**config.mk**
```make
export PLATFORM = sky130hd
export DESIGN_NAME = text_cursor_writer
export DESIGN_NICKNAME = d
export VERILOG_FILES = /design/src/rtl/text_pkg.sv /design/src/rtl/screen_sweep_counter.sv /design/src/rtl/text_cursor_writer.sv
export SDC_FILE = /design/constraint.sdc
export NUM_CORES = 1
export LEC_CHECK = 0
export BUFFER_PORTS_ARGS = -buffer_cell sky130_fd_sc_hd__buf_2
export CORE_MARGIN = 2
export CORE_UTILIZATION = 53
export CTS_CLUSTER_SIZE = 8
export DETAILED_ROUTE_END_ITERATION = 16
export PLACE_DENSITY = 0.84
export SLEW_MARGIN = 20
export SYNTH_ARGS = -nofsm -noshare
export SYNTH_HDL_FRONTEND = slang
export SYNTH_HIERARCHICAL = 1
export SYNTH_SLANG_ARGS = --single-unit
export TNS_END_PERCENT = 20
```
**constraint.sdc**
```tcl
create_clock -name clk -period 2.9 [get_ports clk]
set_input_delay 0.29 -clock clk [delete_from_list [all_inputs] [get_ports clk]]
set_output_delay 0.29 -clock clk [all_outputs]
set_load 0.05 [all_outputs]
```
**src/rtl/text_pkg.sv**
```systemverilog
// Shared constants for the text console: screen size defaults,
// control-character codes and the cursor writer state encoding.
package text_pkg;

    localparam int COLS_DEF = 32;
    localparam int ROWS_DEF = 4;

    localparam logic [7:0] CH_CR    = 8'h0D;
    localparam logic [7:0] CH_LF    = 8'h0A;
    localparam logic [7:0] CH_BS    = 8'h08;
    localparam logic [7:0] CH_FF    = 8'h0C;
    localparam logic [7:0] CH_BLANK = 8'h20;

    typedef enum logic {
        IDLE  = 1'b0,
        CLEAR = 1'b1
    } state_e;

endpackage

```
**src/rtl/screen_sweep_counter.sv**
```systemverilog
// Row-major cell counter over a ROWS x COLS screen.
// Ports: start (restart at 0,0), row/col (current cell), last (final cell).
module screen_sweep_counter #(
    parameter int ROWS = 4,
    parameter int COLS = 32,
    localparam int CW = (COLS > 1) ? $clog2(COLS) : 1,
    localparam int RW = (ROWS > 1) ? $clog2(ROWS) : 1
) (
    input  logic          clk,
    input  logic          reset,
    input  logic          start,
    output logic [RW-1:0] row,
    output logic [CW-1:0] col,
    output logic          last
);

    logic [RW-1:0] row_q, row_d;
    logic [CW-1:0] col_q, col_d;
    logic          run_q, run_d;

    logic row_end;
    logic col_end;

    assign row_end = (row_q == RW'(ROWS - 1));
    assign col_end = (col_q == CW'(COLS - 1));

    always_comb begin
        row_d = row_q;
        col_d = col_q;
        run_d = run_q;
        if (start) begin
            row_d = '0;
            col_d = '0;
            run_d = 1'b1;
        end else if (run_q) begin
            if (col_end) begin
                col_d = '0;
                if (row_end) begin
                    row_d = '0;
                    run_d = 1'b0;
                end else begin
                    row_d = row_q + RW'(1);
                end
            end else begin
                col_d = col_q + CW'(1);
            end
        end
    end

    always_ff @(posedge clk or negedge reset) begin
        if (!reset) begin
            row_q <= '0;
            col_q <= '0;
            run_q <= 1'b0;
        end else begin
            row_q <= row_d;
            col_q <= col_d;
            run_q <= run_d;
        end
    end

    assign row  = row_q;
    assign col  = col_q;
    assign last = run_q & row_end & col_end;

endmodule

```
**src/rtl/text_cursor_writer.sv**
```systemverilog
// UART byte stream to text-RAM write commands with cursor tracking.
// Ports: rx_* (byte in), clr (clear), wr_* (RAM write), cur_* / busy (status).
module text_cursor_writer
    import text_pkg::*;
#(
    parameter int         COLS     = COLS_DEF,
    parameter int         ROWS     = ROWS_DEF,
    parameter int         HOME_COL = 0,
    parameter int         HOME_ROW = 0,
    parameter logic [7:0] BLANK    = CH_BLANK,
    localparam int CW = (COLS > 1) ? $clog2(COLS) : 1,
    localparam int RW = (ROWS > 1) ? $clog2(ROWS) : 1
) (
    input  logic          clk,
    input  logic          reset,
    input  logic [7:0]    rx_data,
    input  logic          rx_valid,
    output logic          rx_ready,
    input  logic          clr,
    output logic          wr_en,
    output logic [RW-1:0] wr_row,
    output logic [CW-1:0] wr_col,
    output logic [7:0]    wr_data,
    output logic [RW-1:0] cur_row,
    output logic [CW-1:0] cur_col,
    output logic          busy
);

    state_e        state_q, state_d;
    logic [RW-1:0] row_q, row_d;
    logic [CW-1:0] col_q, col_d;
    logic          prev_cr_q, prev_cr_d;
    logic          wr_en_q, wr_en_d;
    logic [RW-1:0] wr_row_q, wr_row_d;
    logic [CW-1:0] wr_col_q, wr_col_d;
    logic [7:0]    wr_data_q, wr_data_d;

    logic          sweep_start;
    logic [RW-1:0] sweep_row;
    logic [CW-1:0] sweep_col;
    logic          sweep_last;

    logic          accept;
    logic          is_print;
    logic [RW-1:0] row_inc;

    screen_sweep_counter #(
        .ROWS (ROWS),
        .COLS (COLS)
    ) u_sweep (
        .clk   (clk),
        .reset (reset),
        .start (sweep_start),
        .row   (sweep_row),
        .col   (sweep_col),
        .last  (sweep_last)
    );

    assign rx_ready = (state_q == IDLE) & ~clr;
    assign accept   = rx_valid & rx_ready;
    assign is_print = (rx_data >= 8'h20) & (rx_data <= 8'h7E);
    assign row_inc  = (row_q == RW'(ROWS - 1)) ? '0 : row_q + RW'(1);

    always_comb begin
        state_d     = state_q;
        row_d       = row_q;
        col_d       = col_q;
        prev_cr_d   = prev_cr_q;
        wr_en_d     = 1'b0;
        wr_row_d    = wr_row_q;
        wr_col_d    = wr_col_q;
        wr_data_d   = wr_data_q;
        sweep_start = 1'b0;
        if (clr) begin
            // A clear always (re)starts the sweep from (0,0).
            state_d     = CLEAR;
            sweep_start = 1'b1;
        end else if (state_q == CLEAR) begin
            if (sweep_last) begin
                state_d   = IDLE;
                row_d     = RW'(HOME_ROW);
                col_d     = CW'(HOME_COL);
                prev_cr_d = 1'b0;
            end
        end else if (accept) begin
            prev_cr_d = 1'b0;
            unique case (1'b1)
                is_print: begin
                    wr_en_d   = 1'b1;
                    wr_row_d  = row_q;
                    wr_col_d  = col_q;
                    wr_data_d = rx_data;
                    if (col_q == CW'(COLS - 1)) begin
                        col_d = '0;
                        row_d = row_inc;
                    end else begin
                        col_d = col_q + CW'(1);
                    end
                end
                (rx_data == CH_CR): begin
                    row_d     = row_inc;
                    col_d     = CW'(HOME_COL);
                    prev_cr_d = 1'b1;
                end
                (rx_data == CH_LF): begin
                    // LF directly after CR is part of a CRLF pair.
                    if (!prev_cr_q) begin
                        row_d = row_inc;
                        col_d = CW'(HOME_COL);
                    end
                end
                (rx_data == CH_BS): begin
                    if (col_q != '0) begin
                        col_d     = col_q - CW'(1);
                        wr_en_d   = 1'b1;
                        wr_row_d  = row_q;
                        wr_col_d  = col_q - CW'(1);
                        wr_data_d = BLANK;
                    end else if (row_q != '0) begin
                        row_d     = row_q - RW'(1);
                        col_d     = CW'(COLS - 1);
                        wr_en_d   = 1'b1;
                        wr_row_d  = row_q - RW'(1);
                        wr_col_d  = CW'(COLS - 1);
                        wr_data_d = BLANK;
                    end
                end
                (rx_data == CH_FF): begin
                    state_d     = CLEAR;
                    sweep_start = 1'b1;
                end
                default: begin
                end
            endcase
        end
    end

    always_ff @(posedge clk or negedge reset) begin
        if (!reset) begin
            state_q   <= IDLE;
            row_q     <= RW'(HOME_ROW);
            col_q     <= CW'(HOME_COL);
            prev_cr_q <= 1'b0;
            wr_en_q   <= 1'b0;
            wr_row_q  <= '0;
            wr_col_q  <= '0;
            wr_data_q <= '0;
        end else begin
            state_q   <= state_d;
            row_q     <= row_d;
            col_q     <= col_d;
            prev_cr_q <= prev_cr_d;
            wr_en_q   <= wr_en_d;
            wr_row_q  <= wr_row_d;
            wr_col_q  <= wr_col_d;
            wr_data_q <= wr_data_d;
        end
    end

    // During a sweep the write port is fed straight from the counter flops.
    assign busy    = (state_q == CLEAR);
    assign wr_en   = busy | wr_en_q;
    assign wr_row  = busy ? sweep_row : wr_row_q;
    assign wr_col  = busy ? sweep_col : wr_col_q;
    assign wr_data = busy ? BLANK : wr_data_q;
    assign cur_row = row_q;
    assign cur_col = col_q;

endmodule

```
==> results of run 1 <==
==> final cells by class <==
type	instances	area share
Clock buffer	7	0.0355
Inverter	11	0.0170
Sequential cell	33	0.340
Timing Repair Buffer	43	0.0958
Tap cell	48	0.0247
Clock inverter	1	0.0124
Multi-Input combinational cell	152	0.475
==> report_power, final <==
group | total [mW] | leakage [nW] | internal, mW | switching (mW)
logic | 0.120 | 0.674 | 0.0418 | 0.0778
clock network | 0.451 | 0.0585 | 0.280 | 0.171
registers | 0.483 | 0.422 | 0.471 | 0.0113
total | 1.05 | 1.15 | 0.793 | 0.260
==> cell usage after synthesis (all sizes together) (4+ instances only) <==
master,n,share of area
ha,7,0.042
nor2,15,0.032
a21o,4,0.015
nor4,5,0.022
nand2,12,0.022
a21oi,10,0.026
dfrtp,33,0.40
mux2i,4,0.019
buf,4,0.020
nor2b,9,0.027
xnor2,5,0.021
inv,11,0.020
mux2,17,0.092
o21ai,10,0.024
clkbuf,6,0.011
==> critical path: stages, from the launching register on <==
cell      delay, ps
dfrtp_1         430
ha_1            210
and3_1          160
ha_1            180
nand2_1          80
nor2_1          130
mux2i_1          90
or2_2           310
a21o_1          240
o21ba_1         340
o211ai_2         90
==> registers in the layout (all words and copies together), names as in the netlist <==
register / cells
wr_en_q: 1
u_sweep/run_q: 1
wr_data_q: 8
u_sweep/col: 5
cur_row: 2
prev_cr_q: 1
cur_col: 5
wr_col_q: 5
u_sweep/row: 2
wr_row_q: 2
busy: 1
==> logic make-up (layout without fill, tap and decap cells) <==
logic type / count (synthesis) / after routing
mux: 21 / 21
xor+xnor: 6 / 6
flops: 33 / 33
fa+ha+maj: 7 / 7
simple gates: 68 / 68
compound gates: 50 / 50
buf+inv: 21 / 62
==> how the worst max path moves through the flow <==
stage                    from           end  slack [ps]
5_1_grt        u_sweep/col[0]    cur_col[4]         260
6_report       u_sweep/col[0]    cur_col[4]         510
4_1_cts        u_sweep/col[0]    cur_col[4]         500
2_1_floorplan            busy  wr_data_q[1]         200
3_5_place_dp       rx_data[5]  wr_data_q[1]         380
3_3_place_gp       rx_data[5]  wr_data_q[6]         450
==> per-layer routing <==
metal	global-route usage	vias to the layer above	part of all wire
met1	0.305	809	0.44
met3	0.0693	8	0.052
li1	-	831	-
met4	0.0995	0	0.017
met2	0.390	59	0.49
met5	0	-	0
==> results.json, run 1 <==
{
  "cts.clk_slew.worst_paths_ps": 70,
  "syn_area_per_cell_um2": 10.1,
  "whs_ps": 64.5,
  "drc": 0,
  "antenna_cells": 0,
  "die_h_um": 66.7,
  "finalCritPeriodShare": 0.825,
  "power.density_nw_per_um2": 434,
  "p_leak_nw": 1.15,
  "fin_crit_ps": 2390,
  "worstMarginPinSlew_ps": 760,
  "report.final.hold_viol_count": 0,
  "fp.dieW_um": 66.7,
  "clockBufferDepth": 2,
  "cts_root_buffer": "clkbuf_8",
  "synth_compound_area_frac": 0.178,
  "drt_first_iter_violations": 148,
  "synth_warnings": 6,
  "clock.fmax_mhz": 418,
  "worst_hold_path_type": "primary input to asynchronous set/reset pin",
  "synthSimpleGateAreaFrac": 0.197,
  "p_total_mw": 1.05,
  "stdcell_count": 295,
  "grt_max_degree": 34,
  "h-tree-depth": 2,
  "layout_common_cells": "buf_2, dfrtp_1, mux2_2",
  "syn_nets": 225,
  "critPathRequiredTime_ps": 3070,
  "grt.total_usage": 0.243,
  "drive_gt1_frac": 0.332,
  "rows": 22,
  "worstRegToRegCells": 10,
  "synth_ff_type": "dfrtp_1",
  "drv_cap": 0,
  "finalSetupViolCount": 0,
  "r2r-end": "cur_col[4]",
  "endpoint_kind": "flop",
  "wl_mm": 4.70,
  "layout.nets": 265,
  "antenna_found_initial": 0,
  "r2r_start": "u_sweep/col[0]",
  "yosys.area_share.adder": 0.0420,
  "multi_input_area_um2": 1150,
  "cp-start-kind": "flop",
  "yosysUniqueCellTypes": 62,
  "ctsResizeCount": 0,
  "stdcell_area_um2": 2430,
  "synth_seq_area_share": 0.396,
  "numPortBuffers": 36,
  "vias_per_cell": 5.79,
  "fin_tns_setup_ps": 0,
  "slew_headroom": 0.494,
  "outcome": "finished clean",
  "dieArea_um2": 4450,
  "cts_tree": "built",
  "synthMuxAreaShare": 0.111,
  "synth-seq-cells": 33,
  "mostFrequentLayoutCell": "buf_2",
  "ant_nets": 0,
  "cts_buffers": 5,
  "start_util": 0.561,
  "seq_area_um2": 826,
  "post_cts_buffers": 0,
  "dp.cells": 287,
  "first_pass_iters": 4,
  "io_pins": 37,
  "worstSetupPathType": "flop to flop",
  "wl_per_cell_um": 15.9,
  "synth-xor-area-share": 0.0252,
  "peakVddDrop_mv": 0.219,
  "async_reset_ff_frac": 1.00,
  "skew_ps": 4.01,
  "r2r_slack_ps": 510,
  "worstPathArrival_ps": 2560,
  "rsz0062_at_grt": "no",
  "grt_pass1_wl_mm": 7.97,
  "slew_violations": 0,
  "worst_slack_ps": 508,
  "synth_edf_count": 0,
  "hpwlAfterDp_mm": 3.42,
  "core_um2": 3720,
  "dpl_cell_area_um2": 2310,
  "num_vias": 1707,
  "synth_top_family_by_area": "simple AND/OR/NAND/NOR gates",
  "path_max_fanout": 7,
  "place.gp.congestion": 0.885,
  "finalCoreUtilization": 0.654,
  "grt_pass1_vias": 1646,
  "synthToLayoutAreaGrowth_pct": 16.5,
  "cts_hold_buf": 0,
  "syn_area_um2": 2090,
  "postSynthCellCount": 206,
  "pre_cts_ws_ps": 376,
  "fill_cells": 294,
  "clock-sinks": 33,
  "clk_latency_ps": 290,
  "globalRouteOverflowTotal": 0
}
No activity file was read; power rests on OpenSTA's default activity.
==> run 2, diff against run 1 <==
Clock period 2.9 ns to 2.37 ns, I/O delays scaled along.
==> run 2 against run 1 <==
Clock power grew 25%. Via count up 2.0%. Die area stayed put. Critical endpoint is now cur_row[1]. Count of clock-buffer cells in the layout fell by 1. Critical path type unchanged. Sequential cell count stayed put. Final area grew 3.3%. Largest power group unchanged. Global-route usage shrank 1.3 points.
==> results.json, run 2 (synthesized netlist as in run 1, its figures left out) <==
{
  "post_cts_buffers": 0,
  "mostFrequentLayoutCell": "buf_2",
  "grt.busiest_layer": "met2",
  "worstRegToRegCells": 10,
  "worst_hold_path_type": "primary input to asynchronous set/reset pin",
  "layout.nets": 273,
  "grt_pass1_vias": 1597,
  "numPortBuffers": 36,
  "antenna_cells": 0,
  "cts_tree": "built",
  "outcome": "finished clean",
  "hpwlAfterDp_mm": 3.39,
  "slew_headroom": 0.503,
  "finalCritPeriodShare": 0.960,
  "dpl_cell_area_um2": 2390,
  "endpoint_kind": "flop",
  "globalRouteOverflowTotal": 0,
  "antenna_found_initial": 0,
  "synthToLayoutAreaGrowth_pct": 20.4,
  "start_util": 0.561,
  "cts.clk_slew.worst_paths_ps": 70,
  "critPathRequiredTime_ps": 2600,
  "report.final.hold_viol_count": 0,
  "whs_ps": 6.24,
  "rows": 22,
  "layout_common_cells": "buf_2, dfrtp_1, mux2_2, buf_4, nand2_1",
  "drc": 0,
  "ant_nets": 0,
  "vias_per_cell": 5.75,
  "io_pins": 37,
  "clock-sinks": 33,
  "grt.total_usage": 0.229,
  "clk_latency_ps": 290,
  "slew_violations": 0,
  "wl_mm": 4.77,
  "h-tree-depth": 2,
  "p_leak_nw": 1.19,
  "r2r-end": "cur_row[1]",
  "first_pass_iters": 4,
  "r2r_start": "u_sweep/col[0]",
  "fin_crit_ps": 2280,
  "largest_register": "wr_data_q",
  "use_met2": 0.365,
  "worstPathArrival_ps": 2510,
  "drt_first_iter_violations": 111,
  "cp-start-kind": "flop",
  "grt.met3_usage": 0.0372,
  "die_h_um": 66.7,
  "clockBufferDepth": 2,
  "worstSetupPathType": "flop to flop",
  "skew_ps": 8.45,
  "num_vias": 1741,
  "r2r_slack_ps": 90,
  "cts_root_buffer": "clkbuf_8",
  "power.density_nw_per_um2": 523,
  "path_max_fanout": 7,
  "largest_register_ffs": 8,
  "grtUsageMet1": 0.312,
  "grt_max_degree": 34,
  "finalSetupViolCount": 0,
  "drv_cap": 0,
  "dieArea_um2": 4450,
  "wl_per_cell_um": 15.8,
  "worstMarginPinSlew_ps": 746,
  "peakVddDrop_mv": 0.259,
  "place.gp.congestion": 0.843,
  "core_um2": 3720,
  "rsz0062_at_grt": "yes",
  "stdcell_area_um2": 2510,
  "drive_gt1_frac": 0.376,
  "grt_pass1_wl_mm": 7.61,
  "fp.dieW_um": 66.7,
  "cts_buffers": 5,
  "clock.fmax_mhz": 439
}
[run 2: power by group]
part           switching [mW]  internal (mW)  total (mW)
combinational           0.101         0.0593       0.161
sequential             0.0117          0.577       0.588
clock                   0.221          0.342       0.563
total                   0.334          0.978        1.31
[run 2: layout make-up]
type	count	area, µm²
Multi-Input combinational cell	152	1170
Sequential cell	33	827
Tap cell	48	60.1
Clock inverter	2	37.5
Clock buffer	6	82.6
Inverter	11	41.3
Timing Repair Buffer	51	293
Fill cell	280	1200
[run 2: worst max path at each step]
stage | start | slack [ps] | end | depth (start not counted)
CTS | u_sweep/col[0] | 60 | cur_col[4] | 10
global route | u_sweep/col[0] | -4 | cur_row[1] | 10
global placement | rx_data[5] | 40 | wr_data_q[6] | 6
floorplan | cur_col[2] | -7 | cur_row[1] | 8
detailed placement | rx_data[5] | 3 | wr_row_q[1] | 6
finish | u_sweep/col[0] | 90 | cur_row[1] | 10
[run 2: metal layers]
| metal | routed length (µm) | up-vias |
|---|---|---|
| li1 | - | 844 |
| met1 | 2260 | 840 |
| met2 | 2200 | 48 |
| met3 | 221 | 9 |
| met4 | 94 | 0 |
| met5 | 0 | - |
[run 2: repair_timing]
item	CTS	global route
endpoints found under the hold margin	0	0
endpoints found under the setup margin	0	6
gates resized for setup	0	2
hold buffers	0	0
[run 2: stage by stage]
step	utilization	total power, mW	setup WS [ps]	instances	TNS, ps
2_1_floorplan	-	0.694	-7.40	206	-10.2
3_3_place_gp	0.643	0.755	44.7	295	0
3_5_place_dp	0.643	0.758	3.00	295	0
4_1_cts	0.675	1.31	60.0	303	0
5_1_grt	0.676	1.35	-4.22	303	-6.90
6_report	0.676	1.31	94.1	303	0
[run 2: critical path, cell delays in order (launching register included)]
cell and delay (ps):
dfrtp_1 350, ha_1 170, and3_1 180, ha_1 190, nand2_1 90, nor2_2 130, mux2i_1 100, or2_2 290
a21o_1 240, nor4_1 310, a221o_1 160
